===== src/rtl/snake_pkg.sv =====
// Shared snake-game definitions: screen geometry, plot record layout and
// arbiter state encodings used by both the snake logic and the plot arbiter.
package snake_pkg;

    localparam int unsigned SCREEN_W_DEF   = 160;
    localparam int unsigned SCREEN_H_DEF   = 120;
    localparam int unsigned FIFO_DEPTH_DEF = 16;

    localparam int unsigned X_W      = 8;
    localparam int unsigned Y_W      = 7;
    localparam int unsigned COLOUR_W = 3;

    typedef enum logic [1:0] {
        ST_IDLE  = 2'd0,
        ST_DRAIN = 2'd1,
        ST_CLEAR = 2'd2
    } arb_state_e;

    typedef struct packed {
        logic [X_W-1:0]      x;
        logic [Y_W-1:0]      y;
        logic [COLOUR_W-1:0] colour;
    } plot_t;

    localparam int unsigned PLOT_W = $bits(plot_t);

    function automatic logic on_screen(input logic [X_W-1:0] px,
                                       input logic [Y_W-1:0] py,
                                       input int unsigned    w,
                                       input int unsigned    h);
        return (32'(px) < w) && (32'(py) < h);
    endfunction

endpackage


===== src/rtl/plot_fifo.sv =====
// Plot request FIFO: synchronous push/pop, show-ahead head, occupancy count.
// A push while full is accepted only when a pop happens on the same edge.
module plot_fifo
    import snake_pkg::*;
#(
    parameter int unsigned DEPTH = FIFO_DEPTH_DEF
) (
    input  logic                   clk_i,
    input  logic                   rst_i,
    input  logic                   push_i,
    input  logic [PLOT_W-1:0]      data_i,
    input  logic                   pop_i,
    output logic [PLOT_W-1:0]      data_o,
    output logic [$clog2(DEPTH):0] count_o,
    output logic                   full_o,
    output logic                   empty_o
);

    localparam int unsigned AW = $clog2(DEPTH);

    logic [PLOT_W-1:0] mem_q [DEPTH];
    logic [AW-1:0]     wr_ptr_q;
    logic [AW-1:0]     rd_ptr_q;
    logic [AW:0]       count_q;
    logic              do_push;
    logic              do_pop;

    always_comb begin
        do_pop  = pop_i && !empty_o;
        do_push = push_i && (!full_o || do_pop);
    end

    always_ff @(posedge clk_i) begin
        if (do_push) begin
            mem_q[wr_ptr_q] <= data_i;
        end
    end

    always_ff @(posedge clk_i) begin
        if (rst_i) begin
            wr_ptr_q <= '0;
            rd_ptr_q <= '0;
            count_q  <= '0;
        end else begin
            if (do_push) begin
                wr_ptr_q <= wr_ptr_q + 1'b1;
            end
            if (do_pop) begin
                rd_ptr_q <= rd_ptr_q + 1'b1;
            end
            case ({do_push, do_pop})
                2'b10:   count_q <= count_q + 1'b1;
                2'b01:   count_q <= count_q - 1'b1;
                default: count_q <= count_q;
            endcase
        end
    end

    assign data_o  = mem_q[rd_ptr_q];
    assign count_o = count_q;
    assign full_o  = (count_q == (AW+1)'(DEPTH));
    assign empty_o = (count_q == '0);

endmodule


===== src/rtl/plot_arbiter.sv =====
// Arbitrates VGA writes between queued snake plots and a full-screen clear
// sweep; all VGA-facing outputs are registered.
module plot_arbiter
    import snake_pkg::*;
#(
    parameter int unsigned FIFO_DEPTH = FIFO_DEPTH_DEF,
    parameter int unsigned SCREEN_W   = SCREEN_W_DEF,
    parameter int unsigned SCREEN_H   = SCREEN_H_DEF
) (
    input  logic                clk,
    input  logic                rst,
    input  logic                plotEn_in,
    input  logic [X_W-1:0]      x_in,
    input  logic [Y_W-1:0]      y_in,
    input  logic [COLOUR_W-1:0] colour_in,
    input  logic                clear_req,
    input  logic [COLOUR_W-1:0] clear_colour,
    output logic [X_W-1:0]      x,
    output logic [Y_W-1:0]      y,
    output logic [COLOUR_W-1:0] colour,
    output logic                writeEn,
    output logic                full,
    output logic                busy,
    output logic                overflow,
    output logic                clear_done
);

    localparam logic [X_W-1:0] X_LAST = X_W'(SCREEN_W - 1);
    localparam logic [Y_W-1:0] Y_LAST = Y_W'(SCREEN_H - 1);

    arb_state_e          state_q;
    logic [X_W-1:0]      x_q;
    logic [Y_W-1:0]      y_q;
    logic [COLOUR_W-1:0] colour_q;
    logic                writeEn_q;
    logic                overflow_q;
    logic                clear_done_q;
    logic [X_W-1:0]      clr_x_q;
    logic [X_W-1:0]      clr_x_d;
    logic [Y_W-1:0]      clr_y_q;
    logic [Y_W-1:0]      clr_y_d;
    logic [COLOUR_W-1:0] clr_colour_q;

    plot_t                        in_plot;
    plot_t                        head_plot;
    logic [PLOT_W-1:0]            head_bits;
    logic [$clog2(FIFO_DEPTH):0]  occupancy;
    logic                         fifo_full;
    logic                         fifo_empty;
    logic                         in_range;
    logic                         push_req;
    logic                         can_pop;
    logic                         drop;
    logic                         clr_last;

    assign in_plot   = '{x: x_in, y: y_in, colour: colour_in};
    assign head_plot = head_bits;

    // Pops are decided from state alone, so a push into a full FIFO can
    // safely ride on the same-edge pop without a combinational loop.
    always_comb begin
        in_range = on_screen(x_in, y_in, SCREEN_W, SCREEN_H);
        push_req = plotEn_in && in_range;
        can_pop  = (state_q != ST_CLEAR) && !fifo_empty && !clear_req;
        drop     = push_req && fifo_full && !can_pop;
        clr_last = (clr_x_q == X_LAST) && (clr_y_q == Y_LAST);
        if (clr_x_q == X_LAST) begin
            clr_x_d = '0;
            clr_y_d = clr_y_q + 1'b1;
        end else begin
            clr_x_d = clr_x_q + 1'b1;
            clr_y_d = clr_y_q;
        end
    end

    plot_fifo #(
        .DEPTH (FIFO_DEPTH)
    ) u_fifo (
        .clk_i   (clk),
        .rst_i   (rst),
        .push_i  (push_req),
        .data_i  (in_plot),
        .pop_i   (can_pop),
        .data_o  (head_bits),
        .count_o (occupancy),
        .full_o  (fifo_full),
        .empty_o (fifo_empty)
    );

    always_ff @(posedge clk) begin
        if (rst) begin
            state_q      <= ST_IDLE;
            x_q          <= '0;
            y_q          <= '0;
            colour_q     <= '0;
            writeEn_q    <= 1'b0;
            overflow_q   <= 1'b0;
            clear_done_q <= 1'b0;
            clr_x_q      <= '0;
            clr_y_q      <= '0;
            clr_colour_q <= '0;
        end else begin
            clear_done_q <= 1'b0;
            if (drop) begin
                overflow_q <= 1'b1;
            end
            case (state_q)
                ST_IDLE, ST_DRAIN: begin
                    if (clear_req) begin
                        // Pixel (0,0) goes out on the entry edge itself.
                        state_q      <= ST_CLEAR;
                        clr_x_q      <= '0;
                        clr_y_q      <= '0;
                        clr_colour_q <= clear_colour;
                        x_q          <= '0;
                        y_q          <= '0;
                        colour_q     <= clear_colour;
                        writeEn_q    <= 1'b1;
                    end else if (can_pop) begin
                        state_q   <= ST_DRAIN;
                        x_q       <= head_plot.x;
                        y_q       <= head_plot.y;
                        colour_q  <= head_plot.colour;
                        writeEn_q <= 1'b1;
                    end else begin
                        state_q   <= ST_IDLE;
                        writeEn_q <= 1'b0;
                    end
                end
                ST_CLEAR: begin
                    if (clr_last) begin
                        state_q      <= ST_IDLE;
                        writeEn_q    <= 1'b0;
                        clear_done_q <= 1'b1;
                    end else begin
                        clr_x_q   <= clr_x_d;
                        clr_y_q   <= clr_y_d;
                        x_q       <= clr_x_d;
                        y_q       <= clr_y_d;
                        colour_q  <= clr_colour_q;
                        writeEn_q <= 1'b1;
                    end
                end
                default: begin
                    state_q   <= ST_IDLE;
                    writeEn_q <= 1'b0;
                end
            endcase
        end
    end

    assign x          = x_q;
    assign y          = y_q;
    assign colour     = colour_q;
    assign writeEn    = writeEn_q;
    assign overflow   = overflow_q;
    assign clear_done = clear_done_q;
    assign full       = fifo_full;
    assign busy       = (state_q == ST_CLEAR) || (occupancy != '0) || writeEn_q;

endmodule


===== config.mk =====
export PLATFORM = sky130hd
export DESIGN_NAME = plot_arbiter
export DESIGN_NICKNAME = d
export VERILOG_FILES = /design/src/rtl/snake_pkg.sv /design/src/rtl/plot_fifo.sv /design/src/rtl/plot_arbiter.sv
export SDC_FILE = /design/constraint.sdc
export NUM_CORES = 1
export LEC_CHECK = 0
export CAP_MARGIN = 40
export CORE_ASPECT_RATIO = 0.9
export CORE_UTILIZATION = 55
export CTS_CLUSTER_SIZE = 20
export DETAILED_ROUTE_END_ITERATION = 16
export GPL_TIMING_DRIVEN = 0
export PLACE_DENSITY = 0.83
export SLEW_MARGIN = 20
export SYNTH_ARGS = -nofsm -noshare
export SYNTH_HDL_FRONTEND = slang
export SYNTH_HIERARCHICAL = 1
export SYNTH_SLANG_ARGS = --single-unit

===== constraint.sdc =====
create_clock -name clk -period 3.8 [get_ports clk]
set_clock_uncertainty 0.2 [all_clocks]
set_input_delay 0.76 -clock clk [delete_from_list [all_inputs] [get_ports clk]]
set_output_delay 0.76 -clock clk [all_outputs]
set_load 0.02 [all_outputs]

==> results of run 1 <==
## layout make-up
type	count	area, sq um	share of cell area (%)
diodes	1	2.502	0.01515
plain buffers	49	245.2	1.485
clock buffers	44	909.6	5.508
clock inverters	16	195.2	1.182
inverters	10	37.54	0.2273
multi-input cells	429	4076	24.68
flip-flops and latches	346	9809	59.40
well taps	342	427.9	2.591
repair buffers	70	810.8	4.909
## worst min-delay path by stage
stage	end	slack (ns)	cells past startpoint
finish	y[1]	0.26	2
global route	state_q[0]	0.28	2
CTS	y[1]	0.27	2
detailed placement	y[1]	0.26	2
global placement	colour[1]	0.26	2
floorplan	clr_x_q[1]	0.26	2
## registers in the layout, summed over array words and instances, names as in the netlist, named ones only
name	flops
u_fifo/mem_q	288
clr_x_q	8
x	8
clr_y_q	7
y	7
u_fifo/count_o	5
u_fifo/rd_ptr_q	4
u_fifo/wr_ptr_q	4
clr_colour_q	3
colour	3
state_q	2
clear_done	1
overflow	1
writeEn	1
## report_power, final
group	internal, mW	switching, mW	total (mW)	leakage (nW)
clock	1.97	1.37	3.34	0.537
sequential	4.26	0.100	4.36	3.07
combinational	0.863	1.11	1.97	1.73
total	7.10	2.58	9.68	5.34
## cell families (layout without fill, tap and decap cells)
logic type / after synthesis / in the layout / synth area share, %
adder cells (fa/ha/maj): 11 / 11 / 1.035
AO/OA/AOI/OAI: 129 / 129 / 6.622
AND/OR/NAND/NOR: 189 / 189 / 6.899
multiplexers: 85 / 85 / 12.50
flip-flops: 346 / 346 / 69.97
buffers and inverters: 60 / 189 / 2.035
other: 0 / 1 / 0
XOR/XNOR: 15 / 15 / 0.9370
## placed cells by master, fill, tap and decap left out, drive strengths merged, types with 3 or more instances in the layout
cell type / n
clkdlybuf4s50: 39
nor3: 28
ha: 10
edfxtp: 288
bufinv: 4
a21oi: 36
mux2i: 12
dlygate4sd2: 4
nand4: 5
and2: 4
dlymetal6s2s: 3
mux4: 72
o221ai: 3
or4: 3
nor4: 4
or3: 5
a311oi: 5
nand3: 14
xor2: 4
nand2: 49
nor2b: 8
o21a: 4
a211oi: 8
inv: 10
a22oi: 37
nand2b: 7
buf: 48
nor2: 47
xnor2: 11
and3: 6
or2: 3
o21ai: 18
clkinv: 12
clkbuf: 69
dfxtp: 58
## synthesized netlist by cell type, types with 7 or more instances
library cell  count  area share, %
edfxtp_1        288             62
mux4_2           72             12
dfxtp_1          58            8.3
nand2_1          48            1.3
nor2_1           46            1.2
a22oi_1          37            2.0
a21oi_1          35            1.2
clkbuf_1         26           0.70
nor3_1           26           0.93
nand3_1          14           0.50
buf_2            12           0.43
mux2i_1          12           0.86
xnor2_1          11           0.69
ha_1             10           0.89
inv_1             9           0.24
o21ai_0           8           0.29
o21ai_1           8           0.29
a211oi_2          7           0.62
nand2b_1          7           0.31
nor2b_1           7           0.31
## worst register-to-register path, delay by kind of cell (launching register included)
kind                     cells  cell delay [ns]
AO/OA/AOI/OAI                2             0.24
adder cells (fa/ha/maj)      1             0.35
buffers and inverters        4             0.50
AND/OR/NAND/NOR              7             1.80
flip-flops                   1             0.36
## repair_timing
| item | 4_1_cts | 5_1_grt |
|---|---|---|
| setup endpoints to repair | 217 | 52 |
| gates resized for setup | 5 | 9 |
| hold buffers | 0 | 0 |
| setup buffers | 17 | 0 |
| pin swaps | 12 | 0 |
| endpoints found under the hold margin | 0 | 0 |
## metal layers
layer  vias up  GRT usage (%)  part of all wire [%]
li1       3542              -                     -
met2       503          43.83                    49
met1      4294          36.74                    39
met3        84          5.593                   9.1
met5         -              0                 0.032
met4         2          8.795                   2.7
## through the flow
step | setup WS, ns | area (sq um) | power, mW
2_1_floorplan | 0.01547 | 14030 | 5.740
3_3_place_gp | -2.237 | 14920 | 6.287
3_5_place_dp | -1.104 | 15100 | 6.351
4_1_cts | 0.001639 | 16470 | 9.692
5_1_grt | -0.006516 | 16510 | 10.02
6_report | 0.1368 | 16510 | 9.677
==> metrics.cfg, run 1 <==
[die]
core_sq_mm = 0.02512
die_x_microns = 170.3
std_cell_rows = 55
initial_core_util_pct = 55.82
die-area_sq_mm = 0.02613
die_h_microns = 153.5
pin_count = 48

[cells_and_area]
final_util_pct = 65.75
area_growth_pct = 17.80
drive_above_1_share_pct = 21.78
fillers = 1619
fin_cells = 1307
nets = 976

[cts]
cts.sinks = 346
cts_buffers = 34
cts_tree = yes
path_clk_slew_ns = 0.06
clk_root_buffer_cell = clkbuf_16
htreeDepth = 2
max-clock-path-buffers = 3
clk_latency_ns = 0.52

[placement]
port_buffers = 46
placedCellCount = 1228
routabilityCongestion = 0.9180
dpl.hpwl_microns = 19730

[drt]
ant_nets = 0
drtIter0Drc = 1142
firstDrtPassIters = 6
wl_microns = 34040
remaining_drc_errors = 0
vias_per_cell = 6.446
via_count = 8425
wl_per_cell_microns = 26.04

[logic_synthesis]
synth_edf_count = 288
ys_seq_area_share_pct = 69.97
yosysWarnings = 6
synthCells = 835
async_flop_share_pct = 0
syn-mean-instance-area_sq_um = 16.79
synth_cell_type_count = 71
synth_fp_nets = 871
synth_area_sq_mm = 0.01402
ys_ff_latch = 346
synth_flop_cell = edfxtp_1

[global_routing]
grt.total_usage_pct = 27.00
gr-total-overflow = 0
grt_max_degree = 19
antenna_found_initial = 4
grt_pass1_vias = 8361
grt_pass1_wl_microns = 51280

[sta]
setup_violations = 0
finalHoldViolCount = 0
slew_viol_final = 0
fin_crit_sh_pct = 96.40
fin_tns_setup_ns = 0
worst_slew_pin_slew_ns = 0.8774
fin_crit_ns = 3.663
max_slew_margin_pct = 41.51
fin_hold_ws_ns = 0.2647
fmax_mhz = 273.0

[critical_path]
path_cells = dlygate4sd2_1, o21ai_0, nand2_1, a41oi_2, buf_2, nor2b_1, o21ai_4, inv_2, ha_1, nand2b_1, o2bb2ai_2, and3_1, or4_1
r2r_slack_ns = 0.23
r2r_cells = 14
critPathCapture = u_fifo/count_o[4]
cp-end-kind = flop
cp.depth = 13
arrival_ns = 3.84
path_delay_family = compound AO/OA/AOI/OAI gates
reg2reg_to = u_fifo/count_o[4]
crit_buf_inv = 3
r2r-start = u_fifo/count_o[0]
critPathMaxStageDelay_ns = 0.45
crit_path_max_fanout = 17
critPathSlowestCell = or4_1
worstSetupStartpointType = input port
cp-startpoint = x_in[6]
worstPathRequired_ns = 3.98
criticalPathCategory = in2reg

[hold_path]
hp-start = y[1]
holdCritPathClass = reg2reg

[run_status]
status = completed

[pwr]
vdd_drop_max_uv = 393.1
p_per_area_mw_per_mm2 = 585.9
power_leakage_nw = 5.335

[flow_run]
drv_cap = 0

Power figures use the tool's default switching activity.
==> inputs of run 2 (changes only) <==
CAP_MARGIN = default   (was 40)
REMOVE_ABC_BUFFERS = 1   (was default)
==> run 2 against run 1 <==
Net effect:
- first-iteration DRC count shrank 21%
- combinational power shrank 7%
- design area shrank 0.74%
- wire length shrank 8.6%
- register-to-register slack lost 0.04 ns
- critical endpoint unchanged
==> metrics.cfg, run 2 (synthesized netlist as in run 1, its figures left out) <==
[sta]
worst_slack_ns = 0.1604
fmax_mhz = 274.8
rsz0062_at_grt = no
setup_violations = 0
slew_viol_final = 0
fin_crit_ns = 3.640
fin_hold_ws_ns = 0.2756
max_slew_margin_pct = 26.79
worst_slew_pin_slew_ns = 1.098
fin_tns_setup_ns = 0
finalHoldViolCount = 0
fin_crit_sh_pct = 95.78

[cells_and_area]
final_common_cell = edfxtp_1
final_util_pct = 65.26
drive_above_1_share_pct = 22.43
mostFrequentLayoutCells = edfxtp_1 (288), mux4_2 (72), dfxtp_1 (56), nand2_1 (46), clkdlybuf4s50_1 (42)
top_register = u_fifo/mem_q
fillers = 1647
largest_reg_flops = 288
nets = 934
design_area_sq_mm = 0.01639
fin_cells = 1267
area_growth_pct = 16.92

[cts]
path_clk_slew_ns = 0.06
clk_latency_ns = 0.54
clk_root_buffer_cell = clkbuf_16
cts.sinks = 346
max-clock-path-buffers = 3
postCtsHoldBufs = 0
cts_buffers = 35
cts_tree = yes
htreeDepth = 2

[pwr]
comb_power_share_pct = 19.3
power.switching_mw = 2.558
vdd_drop_max_uv = 414.4
internal_power_mw = 6.946
power_leakage_nw = 5.233
seqPwrFrac_pct = 46.3
clkPwrFrac_pct = 34.4
power.total_mw = 9.504
p_per_area_mw_per_mm2 = 579.8
swShare_pct = 26.91

[critical_path]
path_delay_family = simple AND/OR/NAND/NOR gates
arrival_ns = 3.83
critPathMaxStageDelay_ns = 0.88
reg2reg_to = u_fifo/count_o[4]
critPathSlowestCell = clkdlybuf4s50_1
criticalPathCategory = in2reg
cp-end-kind = flop
path_cells = clkdlybuf4s50_1, a41oi_4, nor2b_1, o21ai_4, fa_1, nand2b_1, o2bb2ai_1, and3_1, or4_1
worstSetupStartpointType = input port
r2r-start = state_q[1]
worstPathRequired_ns = 4.00
cp.depth = 9
r2r_slack_ns = 0.19
r2r_cells = 10
crit_buf_inv = 1
crit_path_max_fanout = 17

[global_routing]
gr-total-overflow = 0
grt_pass1_vias = 7791
grt.total_usage_pct = 24.39
antenna_found_initial = 1
grt_pass1_wl_microns = 46460
grt_max_degree = 39

[drt]
firstDrtPassIters = 5
vias_per_cell = 6.248
ant_nets = 0
wl_per_cell_microns = 24.55
via_count = 7916
wl_microns = 31100
remaining_drc_errors = 0
drtIter0Drc = 900

[run_status]
status = completed

[die]
pin_count = 48
die_h_microns = 153.5
std_cell_rows = 55
initial_core_util_pct = 55.82
core_sq_mm = 0.02512
die_x_microns = 170.3
die-area_sq_mm = 0.02613

[placement]
placedCellCount = 1192
placed_area_sq_mm = 0.01504
dpl.hpwl_microns = 17500
routabilityCongestion = 0.8619
dp_slack_ns = -1.437
port_buffers = 47

[hold_path]
whs_endpoint = y[1]
hold_depth = 2
holdCritPathClass = reg2reg
hp-start = y[1]

[flow_run]
drv_cap = 0

[run 2: worst max path at each step]
stage / startpoint / to / slack, ns
floorplan: flop / x[4] / -0.83
global placement: x_in[5] / u_fifo/mem_q[2][15] / -3.10
detailed placement: x_in[5] / u_fifo/mem_q[0][15] / -1.44
CTS: x_in[7] / u_fifo/mem_q[4][6] / 0.01
global route: y_in[6] / u_fifo/count_o[4] / 0.03
finish: y_in[6] / u_fifo/count_o[4] / 0.16
[run 2: power groups by stage]
stage                     logic [mW]  clock network, mW  registers (mW)
after floorplan                 1.05                  0            4.65
after global placement          1.61                  0            4.63
after detailed placement        1.80                  0            4.48
after CTS                       1.83               3.32            4.40
after global routing            1.98               3.47            4.42
final                           1.84               3.27            4.40
[run 2: repair_timing]
action | 4_1_cts | 5_1_grt
resized for setup | 9 | 5
setup buffers | 2 | 9
pin swaps | 1 | 6
endpoints found under the setup margin | 290 | 175
[run 2: layer usage]
metal	part of all wire, %	track usage (%)	wire, microns	up-vias
li1	-	-	-	3467
met1	41	34.60	12800	4007
met2	48	37.49	14990	376
met3	7.9	4.480	2451	66
met4	2.8	10.21	860	0
met5	0	0	0	-
[run 2: layout make-up]
| class | count | area [sq um] | share of cell area (%) |
|---|---|---|---|
| clock inverters | 15 | 137.6 | 0.8396 |
| flip-flops and latches | 346 | 9817 | 59.89 |
| multi-input cells | 429 | 4100 | 25.01 |
| inverters | 10 | 37.54 | 0.2290 |
| well taps | 342 | 427.9 | 2.610 |
| clock buffers | 47 | 940.9 | 5.740 |
| diodes | 2 | 5.005 | 0.03053 |
| repair buffers | 76 | 925.9 | 5.648 |
[run 2: worst reg2reg max path: cells and delay by family (launching register included)]
kind / cells / cell delay, ns
compound gates: 3 / 0.54
simple gates: 4 / 1.71
flops: 1 / 0.44
fa+ha+maj: 1 / 0.33
buf+inv: 2 / 0.26
